<file path="src/rtl/hazard_pkg.sv">
// Shared encodings for the pipeline hazard controller: forwarding selects and FSM states.
package hazard_pkg;

  localparam logic [1:0] FWD_NONE = 2'b00;
  localparam logic [1:0] FWD_W    = 2'b01;
  localparam logic [1:0] FWD_M    = 2'b10;

  typedef enum logic {
    RUN      = 1'b0,
    MEM_WAIT = 1'b1
  } hz_state_t;

endpackage

</file>
<file path="src/rtl/hazard_ctrl_if.sv">
// Pipeline <-> hazard controller signal bundle; master is the datapath, slave the hazard unit.
interface hazard_ctrl_if;

  logic [4:0] Rs1D, Rs2D;
  logic [4:0] Rs1E, Rs2E, RdE;
  logic       ResultSrcE0;
  logic       PCSrcE;
  logic [4:0] RdM, RdW;
  logic       RegWriteM, RegWriteW;
  logic       MemReqM, MemReadyM;
  logic       StallF, StallD, StallE, StallM;
  logic       FlushD, FlushE, FlushW;
  logic [1:0] ForwardAE, ForwardBE;

  modport master (
    output Rs1D, Rs2D, Rs1E, Rs2E, RdE, ResultSrcE0, PCSrcE,
           RdM, RdW, RegWriteM, RegWriteW, MemReqM, MemReadyM,
    input  StallF, StallD, StallE, StallM, FlushD, FlushE, FlushW,
           ForwardAE, ForwardBE
  );

  modport slave (
    input  Rs1D, Rs2D, Rs1E, Rs2E, RdE, ResultSrcE0, PCSrcE,
           RdM, RdW, RegWriteM, RegWriteW, MemReqM, MemReadyM,
    output StallF, StallD, StallE, StallM, FlushD, FlushE, FlushW,
           ForwardAE, ForwardBE
  );

endinterface

</file>
<file path="src/rtl/hazard_ctrl_fwd_sel.sv">
// Per-operand forwarding select: the Memory stage wins over Writeback, x0 never forwards.
module fwd_sel
  import hazard_pkg::*;
(
    input  logic [4:0] rs,
    input  logic [4:0] rd_m,
    input  logic [4:0] rd_w,
    input  logic       regwrite_m,
    input  logic       regwrite_w,
    output logic [1:0] fwd
);

    always_comb begin
        fwd = FWD_NONE;
        if (regwrite_m && (rd_m != '0) && (rd_m == rs))
            fwd = FWD_M;
        else if (regwrite_w && (rd_w != '0) && (rd_w == rs))
            fwd = FWD_W;
    end

endmodule

</file>
<file path="src/rtl/hazard_ctrl.sv">
// Pipeline hazard controller: load-use stall, branch flush, memory-wait freeze,
// operand forwarding, stall performance counter and sticky memory timeout.
module hazard_ctrl
  import hazard_pkg::*;
#(
    parameter int unsigned MEM_TIMEOUT = 255,
    parameter int unsigned CNT_W       = 32
)(
    input  logic             clk,
    input  logic             reset,
    hazard_ctrl_if.slave     hz,
    output logic [CNT_W-1:0] StallCount,
    output logic             MemTimeout
);

    localparam int unsigned WAIT_W = (MEM_TIMEOUT < 2) ? 1 : $clog2(MEM_TIMEOUT + 1);
    localparam logic [WAIT_W-1:0] WAIT_MAX = WAIT_W'(MEM_TIMEOUT);

    hz_state_t         state, state_nx;
    logic [WAIT_W-1:0] wait_cnt, wait_nx;
    logic              mem_wait, lw_stall, timeout_hit;
    logic              stall_f, stall_d, stall_e, stall_m;
    logic              flush_d, flush_e, flush_w;
    logic [1:0]        fwd_a, fwd_b;

    function automatic logic [WAIT_W-1:0] sat_inc(input logic [WAIT_W-1:0] v);
        return (v >= WAIT_MAX) ? v : v + 1'b1;
    endfunction

    assign mem_wait = hz.MemReqM & ~hz.MemReadyM;
    assign lw_stall = hz.ResultSrcE0 & (hz.RdE != '0) &
                      ((hz.Rs1D == hz.RdE) | (hz.Rs2D == hz.RdE));

    always_comb begin
        state_nx    = state;
        wait_nx     = wait_cnt;
        timeout_hit = 1'b0;
        stall_f     = 1'b0;
        stall_d     = 1'b0;
        stall_e     = 1'b0;
        stall_m     = 1'b0;
        flush_d     = 1'b0;
        flush_e     = 1'b0;
        flush_w     = 1'b0;

        // The entry cycle is itself a wait cycle, so the count restarts at one
        // rather than zero; the timeout then lands after the MEM_TIMEOUT-th cycle.
        unique case (state)
            RUN: if (mem_wait) begin
                state_nx    = MEM_WAIT;
                wait_nx     = sat_inc('0);
                timeout_hit = (wait_nx >= WAIT_MAX);
            end
            MEM_WAIT: if (hz.MemReadyM) begin
                state_nx = RUN;
            end else begin
                wait_nx     = sat_inc(wait_cnt);
                timeout_hit = (wait_nx >= WAIT_MAX);
            end
        endcase

        if (reset) begin
            flush_d = 1'b1;
            flush_e = 1'b1;
            flush_w = 1'b1;
        end else if (mem_wait) begin
            stall_f = 1'b1;
            stall_d = 1'b1;
            stall_e = 1'b1;
            stall_m = 1'b1;
            flush_w = 1'b1;
        end else if (hz.PCSrcE) begin
            flush_d = 1'b1;
            flush_e = 1'b1;
        end else if (lw_stall) begin
            stall_f = 1'b1;
            stall_d = 1'b1;
            flush_e = 1'b1;
        end
    end

    always_ff @(posedge clk) begin
        if (reset) begin
            state      <= RUN;
            wait_cnt   <= '0;
            StallCount <= '0;
            MemTimeout <= 1'b0;
        end else begin
            state    <= state_nx;
            wait_cnt <= wait_nx;
            if (stall_f && (StallCount != '1))
                StallCount <= StallCount + 1'b1;
            if (timeout_hit)
                MemTimeout <= 1'b1;
        end
    end

    fwd_sel u_fwd_a (
        .rs         (hz.Rs1E),
        .rd_m       (hz.RdM),
        .rd_w       (hz.RdW),
        .regwrite_m (hz.RegWriteM),
        .regwrite_w (hz.RegWriteW),
        .fwd        (fwd_a)
    );

    fwd_sel u_fwd_b (
        .rs         (hz.Rs2E),
        .rd_m       (hz.RdM),
        .rd_w       (hz.RdW),
        .regwrite_m (hz.RegWriteM),
        .regwrite_w (hz.RegWriteW),
        .fwd        (fwd_b)
    );

    assign hz.StallF    = stall_f;
    assign hz.StallD    = stall_d;
    assign hz.StallE    = stall_e;
    assign hz.StallM    = stall_m;
    assign hz.FlushD    = flush_d;
    assign hz.FlushE    = flush_e;
    assign hz.FlushW    = flush_w;
    assign hz.ForwardAE = reset ? FWD_NONE : fwd_a;
    assign hz.ForwardBE = reset ? FWD_NONE : fwd_b;

endmodule

</file>
<file path="src/flat_wrapper.sv">
// flat-port wrapper written by rule: the top's interface ports become plain ports
module hazard_ctrl_flat import hazard_pkg::*;
#(
    parameter int unsigned MEM_TIMEOUT = 255,
    parameter int unsigned CNT_W       = 32
)
  (clk, reset, StallCount, MemTimeout, hz_Rs1D, hz_Rs2D, hz_Rs1E, hz_Rs2E, hz_RdE, hz_ResultSrcE0, hz_PCSrcE, hz_RdM, hz_RdW, hz_RegWriteM, hz_RegWriteW, hz_MemReqM, hz_MemReadyM, hz_StallF, hz_StallD, hz_StallE, hz_StallM, hz_FlushD, hz_FlushE, hz_FlushW, hz_ForwardAE, hz_ForwardBE);
  hazard_ctrl_if hz_i ();
  input  logic clk;
  input  logic reset;
  output logic [CNT_W-1:0] StallCount;
  output logic MemTimeout;
  input wire logic [$bits(hz_i.Rs1D)-1:0] hz_Rs1D;
  input wire logic [$bits(hz_i.Rs2D)-1:0] hz_Rs2D;
  input wire logic [$bits(hz_i.Rs1E)-1:0] hz_Rs1E;
  input wire logic [$bits(hz_i.Rs2E)-1:0] hz_Rs2E;
  input wire logic [$bits(hz_i.RdE)-1:0] hz_RdE;
  input wire logic [$bits(hz_i.ResultSrcE0)-1:0] hz_ResultSrcE0;
  input wire logic [$bits(hz_i.PCSrcE)-1:0] hz_PCSrcE;
  input wire logic [$bits(hz_i.RdM)-1:0] hz_RdM;
  input wire logic [$bits(hz_i.RdW)-1:0] hz_RdW;
  input wire logic [$bits(hz_i.RegWriteM)-1:0] hz_RegWriteM;
  input wire logic [$bits(hz_i.RegWriteW)-1:0] hz_RegWriteW;
  input wire logic [$bits(hz_i.MemReqM)-1:0] hz_MemReqM;
  input wire logic [$bits(hz_i.MemReadyM)-1:0] hz_MemReadyM;
  output wire logic [$bits(hz_i.StallF)-1:0] hz_StallF;
  output wire logic [$bits(hz_i.StallD)-1:0] hz_StallD;
  output wire logic [$bits(hz_i.StallE)-1:0] hz_StallE;
  output wire logic [$bits(hz_i.StallM)-1:0] hz_StallM;
  output wire logic [$bits(hz_i.FlushD)-1:0] hz_FlushD;
  output wire logic [$bits(hz_i.FlushE)-1:0] hz_FlushE;
  output wire logic [$bits(hz_i.FlushW)-1:0] hz_FlushW;
  output wire logic [$bits(hz_i.ForwardAE)-1:0] hz_ForwardAE;
  output wire logic [$bits(hz_i.ForwardBE)-1:0] hz_ForwardBE;
  assign hz_i.Rs1D = hz_Rs1D;
  assign hz_i.Rs2D = hz_Rs2D;
  assign hz_i.Rs1E = hz_Rs1E;
  assign hz_i.Rs2E = hz_Rs2E;
  assign hz_i.RdE = hz_RdE;
  assign hz_i.ResultSrcE0 = hz_ResultSrcE0;
  assign hz_i.PCSrcE = hz_PCSrcE;
  assign hz_i.RdM = hz_RdM;
  assign hz_i.RdW = hz_RdW;
  assign hz_i.RegWriteM = hz_RegWriteM;
  assign hz_i.RegWriteW = hz_RegWriteW;
  assign hz_i.MemReqM = hz_MemReqM;
  assign hz_i.MemReadyM = hz_MemReadyM;
  assign hz_StallF = hz_i.StallF;
  assign hz_StallD = hz_i.StallD;
  assign hz_StallE = hz_i.StallE;
  assign hz_StallM = hz_i.StallM;
  assign hz_FlushD = hz_i.FlushD;
  assign hz_FlushE = hz_i.FlushE;
  assign hz_FlushW = hz_i.FlushW;
  assign hz_ForwardAE = hz_i.ForwardAE;
  assign hz_ForwardBE = hz_i.ForwardBE;
  hazard_ctrl #(.MEM_TIMEOUT(MEM_TIMEOUT), .CNT_W(CNT_W)) u_core (.clk(clk), .reset(reset), .hz(hz_i), .StallCount(StallCount), .MemTimeout(MemTimeout));
endmodule
</file>
<file path="config.mk">
export PLATFORM = sky130hd
export DESIGN_NAME = hazard_ctrl_flat
export DESIGN_NICKNAME = d
export VERILOG_FILES = /design/src/rtl/hazard_pkg.sv /design/src/rtl/hazard_ctrl_if.sv /design/src/rtl/hazard_ctrl_fwd_sel.sv /design/src/rtl/hazard_ctrl.sv /design/src/flat_wrapper.sv
export SDC_FILE = /design/constraint.sdc
export NUM_CORES = 1
export LEC_CHECK = 0
export BUFFER_PORTS_ARGS = -buffer_cell sky130_fd_sc_hd__buf_4
export CORE_MARGIN = 10
export CORE_UTILIZATION = 47
export CTS_BUF_LIST = sky130_fd_sc_hd__clkbuf_2
export DETAILED_ROUTE_END_ITERATION = 8
export GPL_TIMING_DRIVEN = 0
export PLACE_DENSITY = 0.77
export SETUP_SLACK_MARGIN = 0.2
export SLEW_MARGIN = 40
export SYNTH_ARGS = -nofsm -noshare
export SYNTH_HDL_FRONTEND = slang
export SYNTH_SLANG_ARGS = --single-unit
</file>
<file path="constraint.sdc">
create_clock -name clk -period 2.23 [get_ports clk]
set_input_delay 0.446 -clock clk [delete_from_list [all_inputs] [get_ports clk]]
set_output_delay 0.446 -clock clk [all_outputs]
set_load 0.005 [all_outputs]
</file>
## Yosys cells after proc, flatten, opt, wreduce, memory -nomap -nowiden

Index checks and enable logic that the tools add are counted.

| word-level totals | value |
|---|---|
| bits in registers | 42 |
| latch bits | 0 |
| memory bits (writable) | 0 |
| memory bits (read-only) | 0 |
| input port bits | 43 |
| logic and storage cells | 61 |
| memories kept | 0 |

| cells by class | value |
|---|---|
| add/subtract/negate cells | 2 |
| multipliers | 0 |
| divide/modulo/power cells | 0 |
| $lt $le $gt $ge | 2 |
| equality and inequality tests | 9 |
| shift-type cells | 0 |
| mux-type cells | 27 |
| bitwise gates (word level) | 6 |
| reduce and logical (&&, ||, !) cells | 11 |

Operators with widths:

| operator | number |
|---|---|
| $add 32x1->32 const B | 1 |
| $ne 32x32->1 const B | 1 |
| $eq 5x5->1 | 6 |
| $mux 8 | 3 |
| $mux 1 | 17 |
| $ge 8x8->1 const B | 2 |
| $pmux 8 s2 | 1 |
| $reduce_bool 5->1 | 3 |
| $add 8x1->8 const B | 1 |
| $mux 2 | 4 |
| $logic_and 1x1->1 | 7 |
| $pmux 1 s2 | 2 |
| $and 1x1->1 | 3 |
| $ne 2x1->1 const B | 1 |
| $ne 2x2->1 const B | 1 |
| $not 1->1 | 2 |
| $reduce_and 2->1 | 1 |
| $or 1x1->1 | 1 |

## Logic depth before layout (Yosys ltp)

Gate-level depths: netlist of the first run.

| logic depth | value |
|---|---|
| word-level depth | 8 |
| mapped depth | 8 |
| gate-level depth less buffers | 7 |

## Modules after synthesis

Synthesis of the first run repeated with hierarchy kept, for this count alone.

| unflattened totals | value |
|---|---|
| cell total of the unflattened synthesis | 346 |
| area, all modules | 2728.9 um^2 |

By module, submodules not included:

| module | instances | cells an instance | area each (um^2) |
|---|---|---|---|
| hazard_ctrl | 1 | 306 | 2426.1 |
| fwd_sel | 2 | 20 | 151.4 |

## Worst setup path before layout of the first run

Ideal clock, no wire load.

| timing path | value |
|---|---|
| path type | input to output |
| start | input hz_RdE[0] |
| end | output hz_StallF |
| data arrival time | 1861 ps |
| required time | 1784 ps |
| path slack | -77 ps |
| cell stages on the path | 6 |
| path through | or4_1 > o211a_1 > a21oi_2 > buf_2 > inv_1 > buf_4 |

| between the ends | value |
|---|---|
| word-level cells in the longest chain between the ends | 7 |

Ends and longest elaborated chain:

| what | RTL line | RTL |
|---|---|---|
| start: declaration | flat_wrapper.sv:17 | `input wire logic [$bits(hz_i.RdE)-1:0] hz_RdE;` |
| $eq 5x5->1 / $reduce_bool 5->1 (equally long branches) | hazard_ctrl.sv:32, hazard_ctrl.sv:31 |  |
| $or 1x1->1 / $and 1x1->1 (equally long branches) | hazard_ctrl.sv:32, hazard_ctrl.sv:31 |  |
| $and 1x1->1 (*) | hazard_ctrl.sv:31 | `assign lw_stall = hz.ResultSrcE0 & (hz.RdE != '0) &` |
| $mux 1 (*) (4 in a row) | -- |  |
| end: declaration | flat_wrapper.sv:26 | `output wire logic [$bits(hz_i.StallF)-1:0] hz_StallF;` |

Every way passes the cells marked *; elsewhere a longest branch is shown, timed or not.

## Worst setup path in the final report of the first run

| timing path | value |
|---|---|
| start | input hz_RdE[4] |
| end | output hz_StallF |

| between the ends | value |
|---|---|
| word-level cells in the longest chain between the ends | 7 |

Ends and longest elaborated chain:

| what | RTL line | RTL |
|---|---|---|
| $eq 5x5->1 / $reduce_bool 5->1 (equally long branches) | hazard_ctrl.sv:32, hazard_ctrl.sv:31 |  |
| $or 1x1->1 / $and 1x1->1 (equally long branches) | hazard_ctrl.sv:32, hazard_ctrl.sv:31 |  |
| $and 1x1->1 (*) | hazard_ctrl.sv:31 |  |
| $mux 1 (*) | hazard_ctrl.sv:75 | `end else if (lw_stall) begin` |
| $mux 1 (*) | hazard_ctrl.sv:72 | `end else if (hz.PCSrcE) begin` |
| $mux 1 (*) | hazard_ctrl.sv:66 | `end else if (mem_wait) begin` |
| $mux 1 (*) | hazard_ctrl.sv:62 | `if (reset) begin` |

Marked as above.

==> results of run 1 <==
cells in the mapped netlist (all sizes together) (2+ instances only):
cell type	n	area, sq um
xnor2	22	193
o31ai	11	82.6
a41oi	2	17.5
or2	3	18.8
or4	16	123
and3	2	12.5
nand2	27	104
a21oi	33	169
o22ai	2	12.5
dfxtp	42	841
mux2	4	45.0
clkbuf	7	26.3
o21ai	16	83.8
nor4	9	77.6
buf	6	33.8
xor2	11	96.3
nor2	23	93.8
a211oi	2	15.0
nor2b	6	37.5
or3	12	82.6
nand3	19	95.1
nand2b	2	12.5
inv	7	26.3
a2bb2oi	2	17.5
o41ai	2	17.5
nand4	12	90.1
o211a	2	20.0
and4	2	17.5
a31oi	4	25.0
ha	2	25.0
nor3	6	30.0
o211ai	4	30.0
final timing paths:
path | startpoint | endpoint | slack (ns) | cells after the start
setup reg to reg | u_core.StallCount[0] | u_core.StallCount[23] | -0.04 | 7
setup / recovery | hz_RdE[4] | hz_StallF | -0.10 | 8
hold reg to reg | u_core.StallCount[7] | u_core.StallCount[7] | 0.51 | 2
hold / removal | hz_MemReadyM | u_core.state | 0.35 | 3
sequential cells by signal, indices dropped and copies added (netlist names):
register,cells
u_core.state,1
u_core.StallCount,32
u_core.MemTimeout,1
u_core.wait_cnt,8
cells in the final DEF, fill, tap and decap left out, types with 5 or more instances in the layout:
master    instances
inv_1             5
or3_1             9
xnor2_1          18
o21ai_0          13
nand4_1          11
nor4_4            7
o31ai_1           8
nand3_1          16
or4_4             6
nand2_1          24
buf_4           110
nor2_1           19
nor3_1            5
or4_1             8
dfxtp_1          18
clkbuf_2          8
xor2_1           11
nor2b_1           5
dfxtp_4           9
a21oi_1          28
buf_6             9
dfxtp_2          15
power groups by stage:
stage                     Sequential, uW  Combinational (uW)  Clock, uW
after global placement               775                 227          0
after floorplan                      774                 113          0
after CTS                            754                 276        461
after detailed placement             775                 231          0
final                                749                 312        456
after global routing                 750                 334        497
routing by layer:
layer  part of all wire  global-route usage  vias to the layer above
li1                   -                   -                     1487
met1               0.40               0.216                     1465
met2               0.50               0.327                      134
met3              0.086              0.0626                       16
met4              0.019              0.0661                        0
met5                  0                   0                        -
cell families after synthesis:
logic type / synth area share
adders and majority gates: 0.00947
and+or+nand+nor: 0.311
muxes: 0.0208
AOI/OAI and AO/OA: 0.199
xor gates and xnor gates: 0.109
buffers and inverters: 0.0327
DFF: 0.318
timing repair:
| action | 4_1_cts | 5_1_grt |
|---|---|---|
| resized for setup | 54 | 56 |
| gates cloned | 0 | 1 |
| endpoints found under the hold margin | 0 | 0 |
| setup endpoints to repair | 39 | 40 |
| pin swaps | 20 | 21 |
| buffers inserted | 20 | 12 |
layout make-up:
cell class,instances,area share
multi-input cells,267,0.487
repair buffers,118,0.226
flip-flops and latches,42,0.216
plain buffers,12,0.0248
well taps,72,0.0217
inverters,7,0.00997
clock buffers,7,0.00846
clock inverters,1,0.00725
stage by stage:
step | cells | setup TNS [ns] | power [uW]
floorplan | 328 | 0 | 887
global placement | 486 | -4.07 | 1000
detailed placement | 486 | -5.04 | 1010
CTS | 514 | -0.0889 | 1490
global route | 526 | -0.515 | 1580
finish | 526 | -0.169 | 1520
worst min-delay path, cell delays in order:
cell and delay, ns:
buf_4 0.10, or2_2 0.16, nor2_1 0.05
==> metrics.txt, run 1 <==
# TYPE chip_impl_metric gauge
chip_impl_info{name="status",value="finished with violations"} 1
chip_impl_info{name="violations_in_the_final_reports",value="negative setup slack"} 1
chip_impl_metric{name="dr_total_vias",unit=""} 3102
chip_impl_metric{name="drt_iter0_markers",unit=""} 149
chip_impl_metric{name="power_frac_seq",unit=""} 0.494
chip_impl_metric{name="setup_violations",unit=""} 3
chip_impl_metric{name="synthCells",unit=""} 328
chip_impl_metric{name="dp_worst_setup_slack",unit="ns"} -0.349
chip_impl_metric{name="finClkSkew",unit="ns"} 0.0143
chip_impl_info{name="timing.critical_path.slowest_stage_cell",value="or4_4"} 1
chip_impl_metric{name="ys.warnings.count",unit=""} 0
chip_impl_metric{name="initial_utilization",unit=""} 0.483
chip_impl_metric{name="whs",unit="ns"} 0.354
chip_impl_metric{name="htreeDepth",unit=""} 2
chip_impl_info{name="timing.critical_path.mode_cell",value="buf_6"} 1
chip_impl_metric{name="final_util",unit=""} 0.757
chip_impl_metric{name="dp_hpwl",unit="um"} 6150
chip_impl_metric{name="timing_worst_slew_pin_value",unit="ns"} 0.582
chip_impl_info{name="cp_cell_sequence",value="buf_8, or4_4, o211a_4, a21oi_4, buf_6, inv_4, buf_6, buf_6"} 1
chip_impl_metric{name="num_rows",unit=""} 27
chip_impl_metric{name="clock_latency",unit="ns"} 0.40
chip_impl_metric{name="antenna_found_initial",unit=""} 0
chip_impl_metric{name="mappedNetlistArea",unit="sq um"} 2640
chip_impl_metric{name="final.min_clock_period",unit="ns"} 2.33
chip_impl_metric{name="core",unit="sq um"} 5470
chip_impl_metric{name="die_area",unit="sq um"} 9020
chip_impl_metric{name="die_height",unit="um"} 95.0
chip_impl_metric{name="timing.final.hold_violations",unit=""} 0
chip_impl_metric{name="worstPathRequired",unit="ns"} 1.78
chip_impl_metric{name="switching_share",unit=""} 0.270
chip_impl_info{name="critical_path.top_delay_family",value="simple AND/OR/NAND/NOR gates"} 1
chip_impl_metric{name="multi_input_area",unit="sq um"} 2020
chip_impl_metric{name="final.period_utilization",unit=""} 1.05
chip_impl_metric{name="switching_pwr",unit="uW"} 410
chip_impl_metric{name="drc_errors",unit=""} 0
chip_impl_metric{name="ios",unit=""} 87
chip_impl_info{name="critical_path.startpoint_type",value="input port"} 1
chip_impl_metric{name="finalWorstSetupSlack",unit="ns"} -0.101
chip_impl_metric{name="synth_seq_cells",unit=""} 42
chip_impl_metric{name="clockBufferDepth",unit=""} 2
chip_impl_metric{name="relSlewSlack",unit=""} 0.612
chip_impl_metric{name="grt.overflow.total",unit=""} 0
chip_impl_metric{name="io_buffers",unit=""} 86
chip_impl_metric{name="synth.avg_cell_area",unit="sq um"} 8.06
chip_impl_metric{name="area_growth_syn_to_layout",unit="%"} 56.8
chip_impl_info{name="min_path_type",value="in2reg"} 1
chip_impl_metric{name="synthArstFlopShare",unit=""} 0
chip_impl_metric{name="design_area",unit="sq um"} 4140
chip_impl_metric{name="nFillCells",unit=""} 400
chip_impl_metric{name="tritonroute_pass_1_iters",unit=""} 7
chip_impl_metric{name="p_leak",unit="uW"} 0.00155
chip_impl_info{name="postSynth.topFlopCell",value="dfxtp_1"} 1
chip_impl_metric{name="design.final.nets",unit=""} 498
chip_impl_metric{name="grt_first_pass_wirelength",unit="um"} 14000
chip_impl_metric{name="number_of_enable_flip_flop_cells_after_synthesis",unit=""} 0
chip_impl_metric{name="combPwrFrac",unit=""} 0.206
chip_impl_metric{name="int_pwr",unit="uW"} 1110
chip_impl_metric{name="first_global_vias",unit=""} 2983
chip_impl_metric{name="worst_ep_arrival_time",unit="ns"} 1.89
chip_impl_metric{name="grt_max_degree",unit=""} 13
chip_impl_metric{name="tritoncts.num_buffers",unit=""} 5
chip_impl_metric{name="clkPwrFrac",unit=""} 0.301
chip_impl_info{name="clockRootBuffer",value="clkbuf_2"} 1
chip_impl_metric{name="clk_transition_reported_paths",unit="ns"} 0.22
chip_impl_metric{name="postRouteAntennaNets",unit=""} 0
chip_impl_metric{name="placed_area",unit="sq um"} 3420
chip_impl_metric{name="cts_hold_repair.buffers",unit=""} 0
chip_impl_metric{name="timing.fmax",unit="MHz"} 429
chip_impl_metric{name="vdd.ir_drop.worst",unit="mV"} 0.234
chip_impl_info{name="cts_tree",value="yes"} 1
chip_impl_info{name="grt_setup_unrepaired",value="true"} 1
chip_impl_metric{name="gr-usage-all-layers",unit=""} 0.190
chip_impl_metric{name="power_per_cell_area",unit="nW/um^2"} 366
chip_impl_info{name="end_kind",value="primary output"} 1
chip_impl_metric{name="wl_per_cell",unit="um"} 17.6
chip_impl_metric{name="critical_path.max_stage_delay",unit="ns"} 0.54
chip_impl_info{name="critical_path_class",value="in2out"} 1
chip_impl_metric{name="fp.dieW",unit="um"} 95.0
chip_impl_metric{name="mappedNetlistNets",unit=""} 373
chip_impl_metric{name="critPathBufInv",unit=""} 5
chip_impl_metric{name="slew_violations",unit=""} 0
chip_impl_metric{name="synth.yosys.seq_area_share",unit=""} 0.318
chip_impl_metric{name="gp_congestion",unit=""} 0.849
chip_impl_metric{name="clock-sinks",unit=""} 42
chip_impl_metric{name="layout.area.seq",unit="sq um"} 893
chip_impl_metric{name="post_route_wl",unit="um"} 9270
chip_impl_metric{name="drive_gt1_frac",unit=""} 0.478
chip_impl_metric{name="crit_fanout",unit=""} 3
chip_impl_metric{name="antenna-diode-count",unit=""} 0
chip_impl_metric{name="detail_route.vias_per_cell",unit=""} 5.90
chip_impl_metric{name="max-cap-violations",unit=""} 0
chip_impl_metric{name="ys_types",unit=""} 52
Power figures use the tool's default switching activity.
==> inputs of run 2 (changes only) <==
--- a/config.mk
+++ b/config.mk
@@ -12,6 +12,7 @@
 export DETAILED_ROUTE_END_ITERATION = 8
 export GPL_TIMING_DRIVEN = 0
 export PLACE_DENSITY = 0.77
+export REMOVE_ABC_BUFFERS = 1
 export SETUP_SLACK_MARGIN = 0.2
 export SLEW_MARGIN = 40
 export SYNTH_ARGS = -nofsm -noshare
==> run 2 against run 1 <==
Effect of this change: the run now ends clean; clock power down 25%; non-clock buffer count shrank 11; via count grew 3.5%; total power is 7.0% lower; first-iteration DRC count increased by 68%; fmax rose by 7.5%; critical endpoint is now hz_StallD; largest power group unchanged; highest routed layer unchanged.
==> metrics.txt, run 2 (synthesis gave the netlist of run 1 again) <==
# TYPE chip_impl_metric gauge
chip_impl_metric{name="dp.cells",unit=""} 473
chip_impl_info{name="biggest_regs",value="u_core.StallCount (32), u_core.wait_cnt (8)"} 1
chip_impl_metric{name="crit_fanout",unit=""} 3
chip_impl_metric{name="critical_path.max_stage_delay",unit="ns"} 0.54
chip_impl_metric{name="dp_hpwl",unit="um"} 5950
chip_impl_info{name="register_containing_the_most_flip_flops_in_the_final_layout",value="u_core.StallCount"} 1
chip_impl_info{name="min_path_type",value="in2reg"} 1
chip_impl_info{name="critical_path.reg2reg.startpoint",value="u_core.StallCount[0]"} 1
chip_impl_metric{name="fp.dieW",unit="um"} 95.0
chip_impl_metric{name="core",unit="sq um"} 5470
chip_impl_metric{name="final.period_utilization",unit=""} 0.972
chip_impl_metric{name="timing.fmax",unit="MHz"} 461
chip_impl_metric{name="htreeDepth",unit=""} 2
chip_impl_metric{name="clockBufferDepth",unit=""} 2
chip_impl_metric{name="grt_max_degree",unit=""} 25
chip_impl_metric{name="gr-usage-all-layers",unit=""} 0.189
chip_impl_metric{name="initial_utilization",unit=""} 0.483
chip_impl_metric{name="ios",unit=""} 87
chip_impl_metric{name="clock-sinks",unit=""} 42
chip_impl_metric{name="io_buffers",unit=""} 86
chip_impl_info{name="critical_path_class",value="in2out"} 1
chip_impl_metric{name="slew_violations",unit=""} 0
chip_impl_metric{name="power_per_cell_area",unit="nW/um^2"} 345
chip_impl_metric{name="worstRegToRegCells",unit=""} 8
chip_impl_metric{name="relSlewSlack",unit=""} 0.612
chip_impl_info{name="critical_path.startpoint_type",value="input port"} 1
chip_impl_metric{name="antenna_found_initial",unit=""} 0
chip_impl_metric{name="drive_gt1_frac",unit=""} 0.473
chip_impl_metric{name="post_route_wl",unit="um"} 10200
chip_impl_metric{name="wl_per_cell",unit="um"} 19.7
chip_impl_info{name="status",value="completed"} 1
chip_impl_metric{name="design.final.nets",unit=""} 488
chip_impl_metric{name="holdPathStages",unit=""} 2
chip_impl_metric{name="final.min_clock_period",unit="ns"} 2.17
chip_impl_metric{name="max-cap-violations",unit=""} 0
chip_impl_metric{name="grt.overflow.total",unit=""} 0
chip_impl_metric{name="grt_first_pass_wirelength",unit="um"} 14100
chip_impl_metric{name="setup_violations",unit=""} 0
chip_impl_metric{name="first_global_vias",unit=""} 2964
chip_impl_metric{name="detail_route.vias_per_cell",unit=""} 6.22
chip_impl_info{name="critical_path.top_delay_family",value="simple AND/OR/NAND/NOR gates"} 1
chip_impl_metric{name="finClkSkew",unit="ns"} 0.0382
chip_impl_info{name="grt_setup_unrepaired",value="true"} 1
chip_impl_metric{name="clock_latency",unit="ns"} 0.44
chip_impl_info{name="cp_cell_sequence",value="buf_8, or4_4, o211a_4, a21oi_4, inv_2, buf_6"} 1
chip_impl_metric{name="antenna-diode-count",unit=""} 0
chip_impl_metric{name="worstPathRequired",unit="ns"} 1.78
chip_impl_metric{name="worst_ep_arrival_time",unit="ns"} 1.72
chip_impl_metric{name="area_growth_syn_to_layout",unit="%"} 54.6
chip_impl_metric{name="critPathBufInv",unit=""} 3
chip_impl_info{name="most_common_cell_after_layout_fill_and_taps_aside",value="buf_4"} 1
chip_impl_metric{name="postRouteAntennaNets",unit=""} 0
chip_impl_info{name="most-common-layout-cells",value="buf_4, nand2_1, a21oi_1, nor2_1"} 1
chip_impl_metric{name="timing_worst_slew_pin_value",unit="ns"} 0.581
chip_impl_metric{name="fin_total_pwr",unit="uW"} 1410
chip_impl_info{name="cts_tree",value="yes"} 1
chip_impl_info{name="end_kind",value="primary output"} 1
chip_impl_info{name="clockRootBuffer",value="clkbuf_2"} 1
chip_impl_metric{name="dr_total_vias",unit=""} 3210
chip_impl_metric{name="die_area",unit="sq um"} 9020
chip_impl_metric{name="p_leak",unit="uW"} 0.00151
chip_impl_metric{name="clk_transition_reported_paths",unit="ns"} 0.25
chip_impl_metric{name="largest_register_ffs",unit=""} 32
chip_impl_metric{name="whs",unit="ns"} 0.253
chip_impl_metric{name="final-instance-count-excl-fill",unit=""} 516
chip_impl_metric{name="ff2ff_setup_slack",unit="ns"} 0.15
chip_impl_metric{name="die_height",unit="um"} 95.0
chip_impl_info{name="timing.rr.end",value="u_core.StallCount[9]"} 1
chip_impl_metric{name="gp_congestion",unit=""} 0.805
chip_impl_metric{name="tritoncts.num_buffers",unit=""} 5
chip_impl_metric{name="setup_total_negative_slack",unit="ns"} 0
chip_impl_metric{name="num_rows",unit=""} 27
chip_impl_metric{name="vdd.ir_drop.worst",unit="mV"} 0.220
chip_impl_info{name="worstHoldStart",value="reset"} 1
chip_impl_info{name="timing.critical_path.slowest_stage_cell",value="or4_4"} 1
chip_impl_metric{name="drt_iter0_markers",unit=""} 250
chip_impl_info{name="worst_hold_path.endpoint",value="u_core.StallCount[20]"} 1
chip_impl_metric{name="nFillCells",unit=""} 401
chip_impl_metric{name="tritonroute_pass_1_iters",unit=""} 5
chip_impl_metric{name="drc_errors",unit=""} 0
chip_impl_metric{name="timing.final.hold_violations",unit=""} 0
==> run 2: through the flow <==
stage	cell area (sq um)	setup WS [ns]	util
2_1_floorplan	2580	-0.160	-
6_report	4090	0.0622	0.747
3_5_place_dp	3330	-0.520	0.608
4_1_cts	3780	0.0695	0.690
3_3_place_gp	3320	-0.786	0.606
5_1_grt	4090	0.0410	0.747
==> run 2: metal layers <==
metal	share of wire	wire length, um	vias up	global-route usage
met2	0.49	4960	180	0.320
met4	0.049	502	0	0.0686
met3	0.089	907	48	0.0634
met5	0	0	-	0
met1	0.37	3810	1503	0.218
li1	-	-	1479	-
==> run 2: worst max-delay path by stage <==
stage                     startpoint         endpoint  slack, ns  cells after the start
final                      hz_RdE[0]        hz_StallD       0.06                      6
after global routing       hz_RdM[4]  hz_ForwardBE[0]       0.04                      7
after CTS                  hz_RdM[4]  hz_ForwardBE[0]       0.07                      7
after detailed placement   hz_RdE[0]        hz_StallF      -0.52                      6
after global placement     hz_RdE[0]        hz_StallD      -0.79                      6
after floorplan            hz_RdE[0]        hz_StallD      -0.16                      4
==> run 2: cell type report <==
| cell class | count | area, sq um | area share |
|---|---|---|---|
| Clock buffer | 6 | 30.0 | 0.00735 |
| Clock inverter | 2 | 8.76 | 0.00214 |
| Inverter | 7 | 33.8 | 0.00827 |
| Multi-Input combinational cell | 268 | 2020 | 0.494 |
| Sequential cell | 42 | 888 | 0.217 |
| Tap cell | 72 | 90.1 | 0.0220 |
| Timing Repair Buffer | 119 | 1020 | 0.249 |
==> run 2: timing repair <==
item,CTS,global route
cloned,2,2
setup buffers,22,9
hold endpoints to repair,0,0
pin swaps,19,27
hold buffers,0,0
endpoints found under the setup margin,41,41
resized for setup,57,55
==> run 2: power breakdown <==
group	switching [uW]	internal [uW]	total (uW)
logic	153	163	316
registers	4.81	749	753
clock network	264	77.0	341
==> run 2: worst reg2reg max path: stages (launching register included) <==
cell	delay (ns)
dfxtp_4	0.41
ha_2	0.22
nand3_4	0.12
nor4_4	0.41
a2bb2oi_4	0.14
o211ai_1	0.19
buf_4	0.22
nor2_1	0.06
mux2_2	0.26
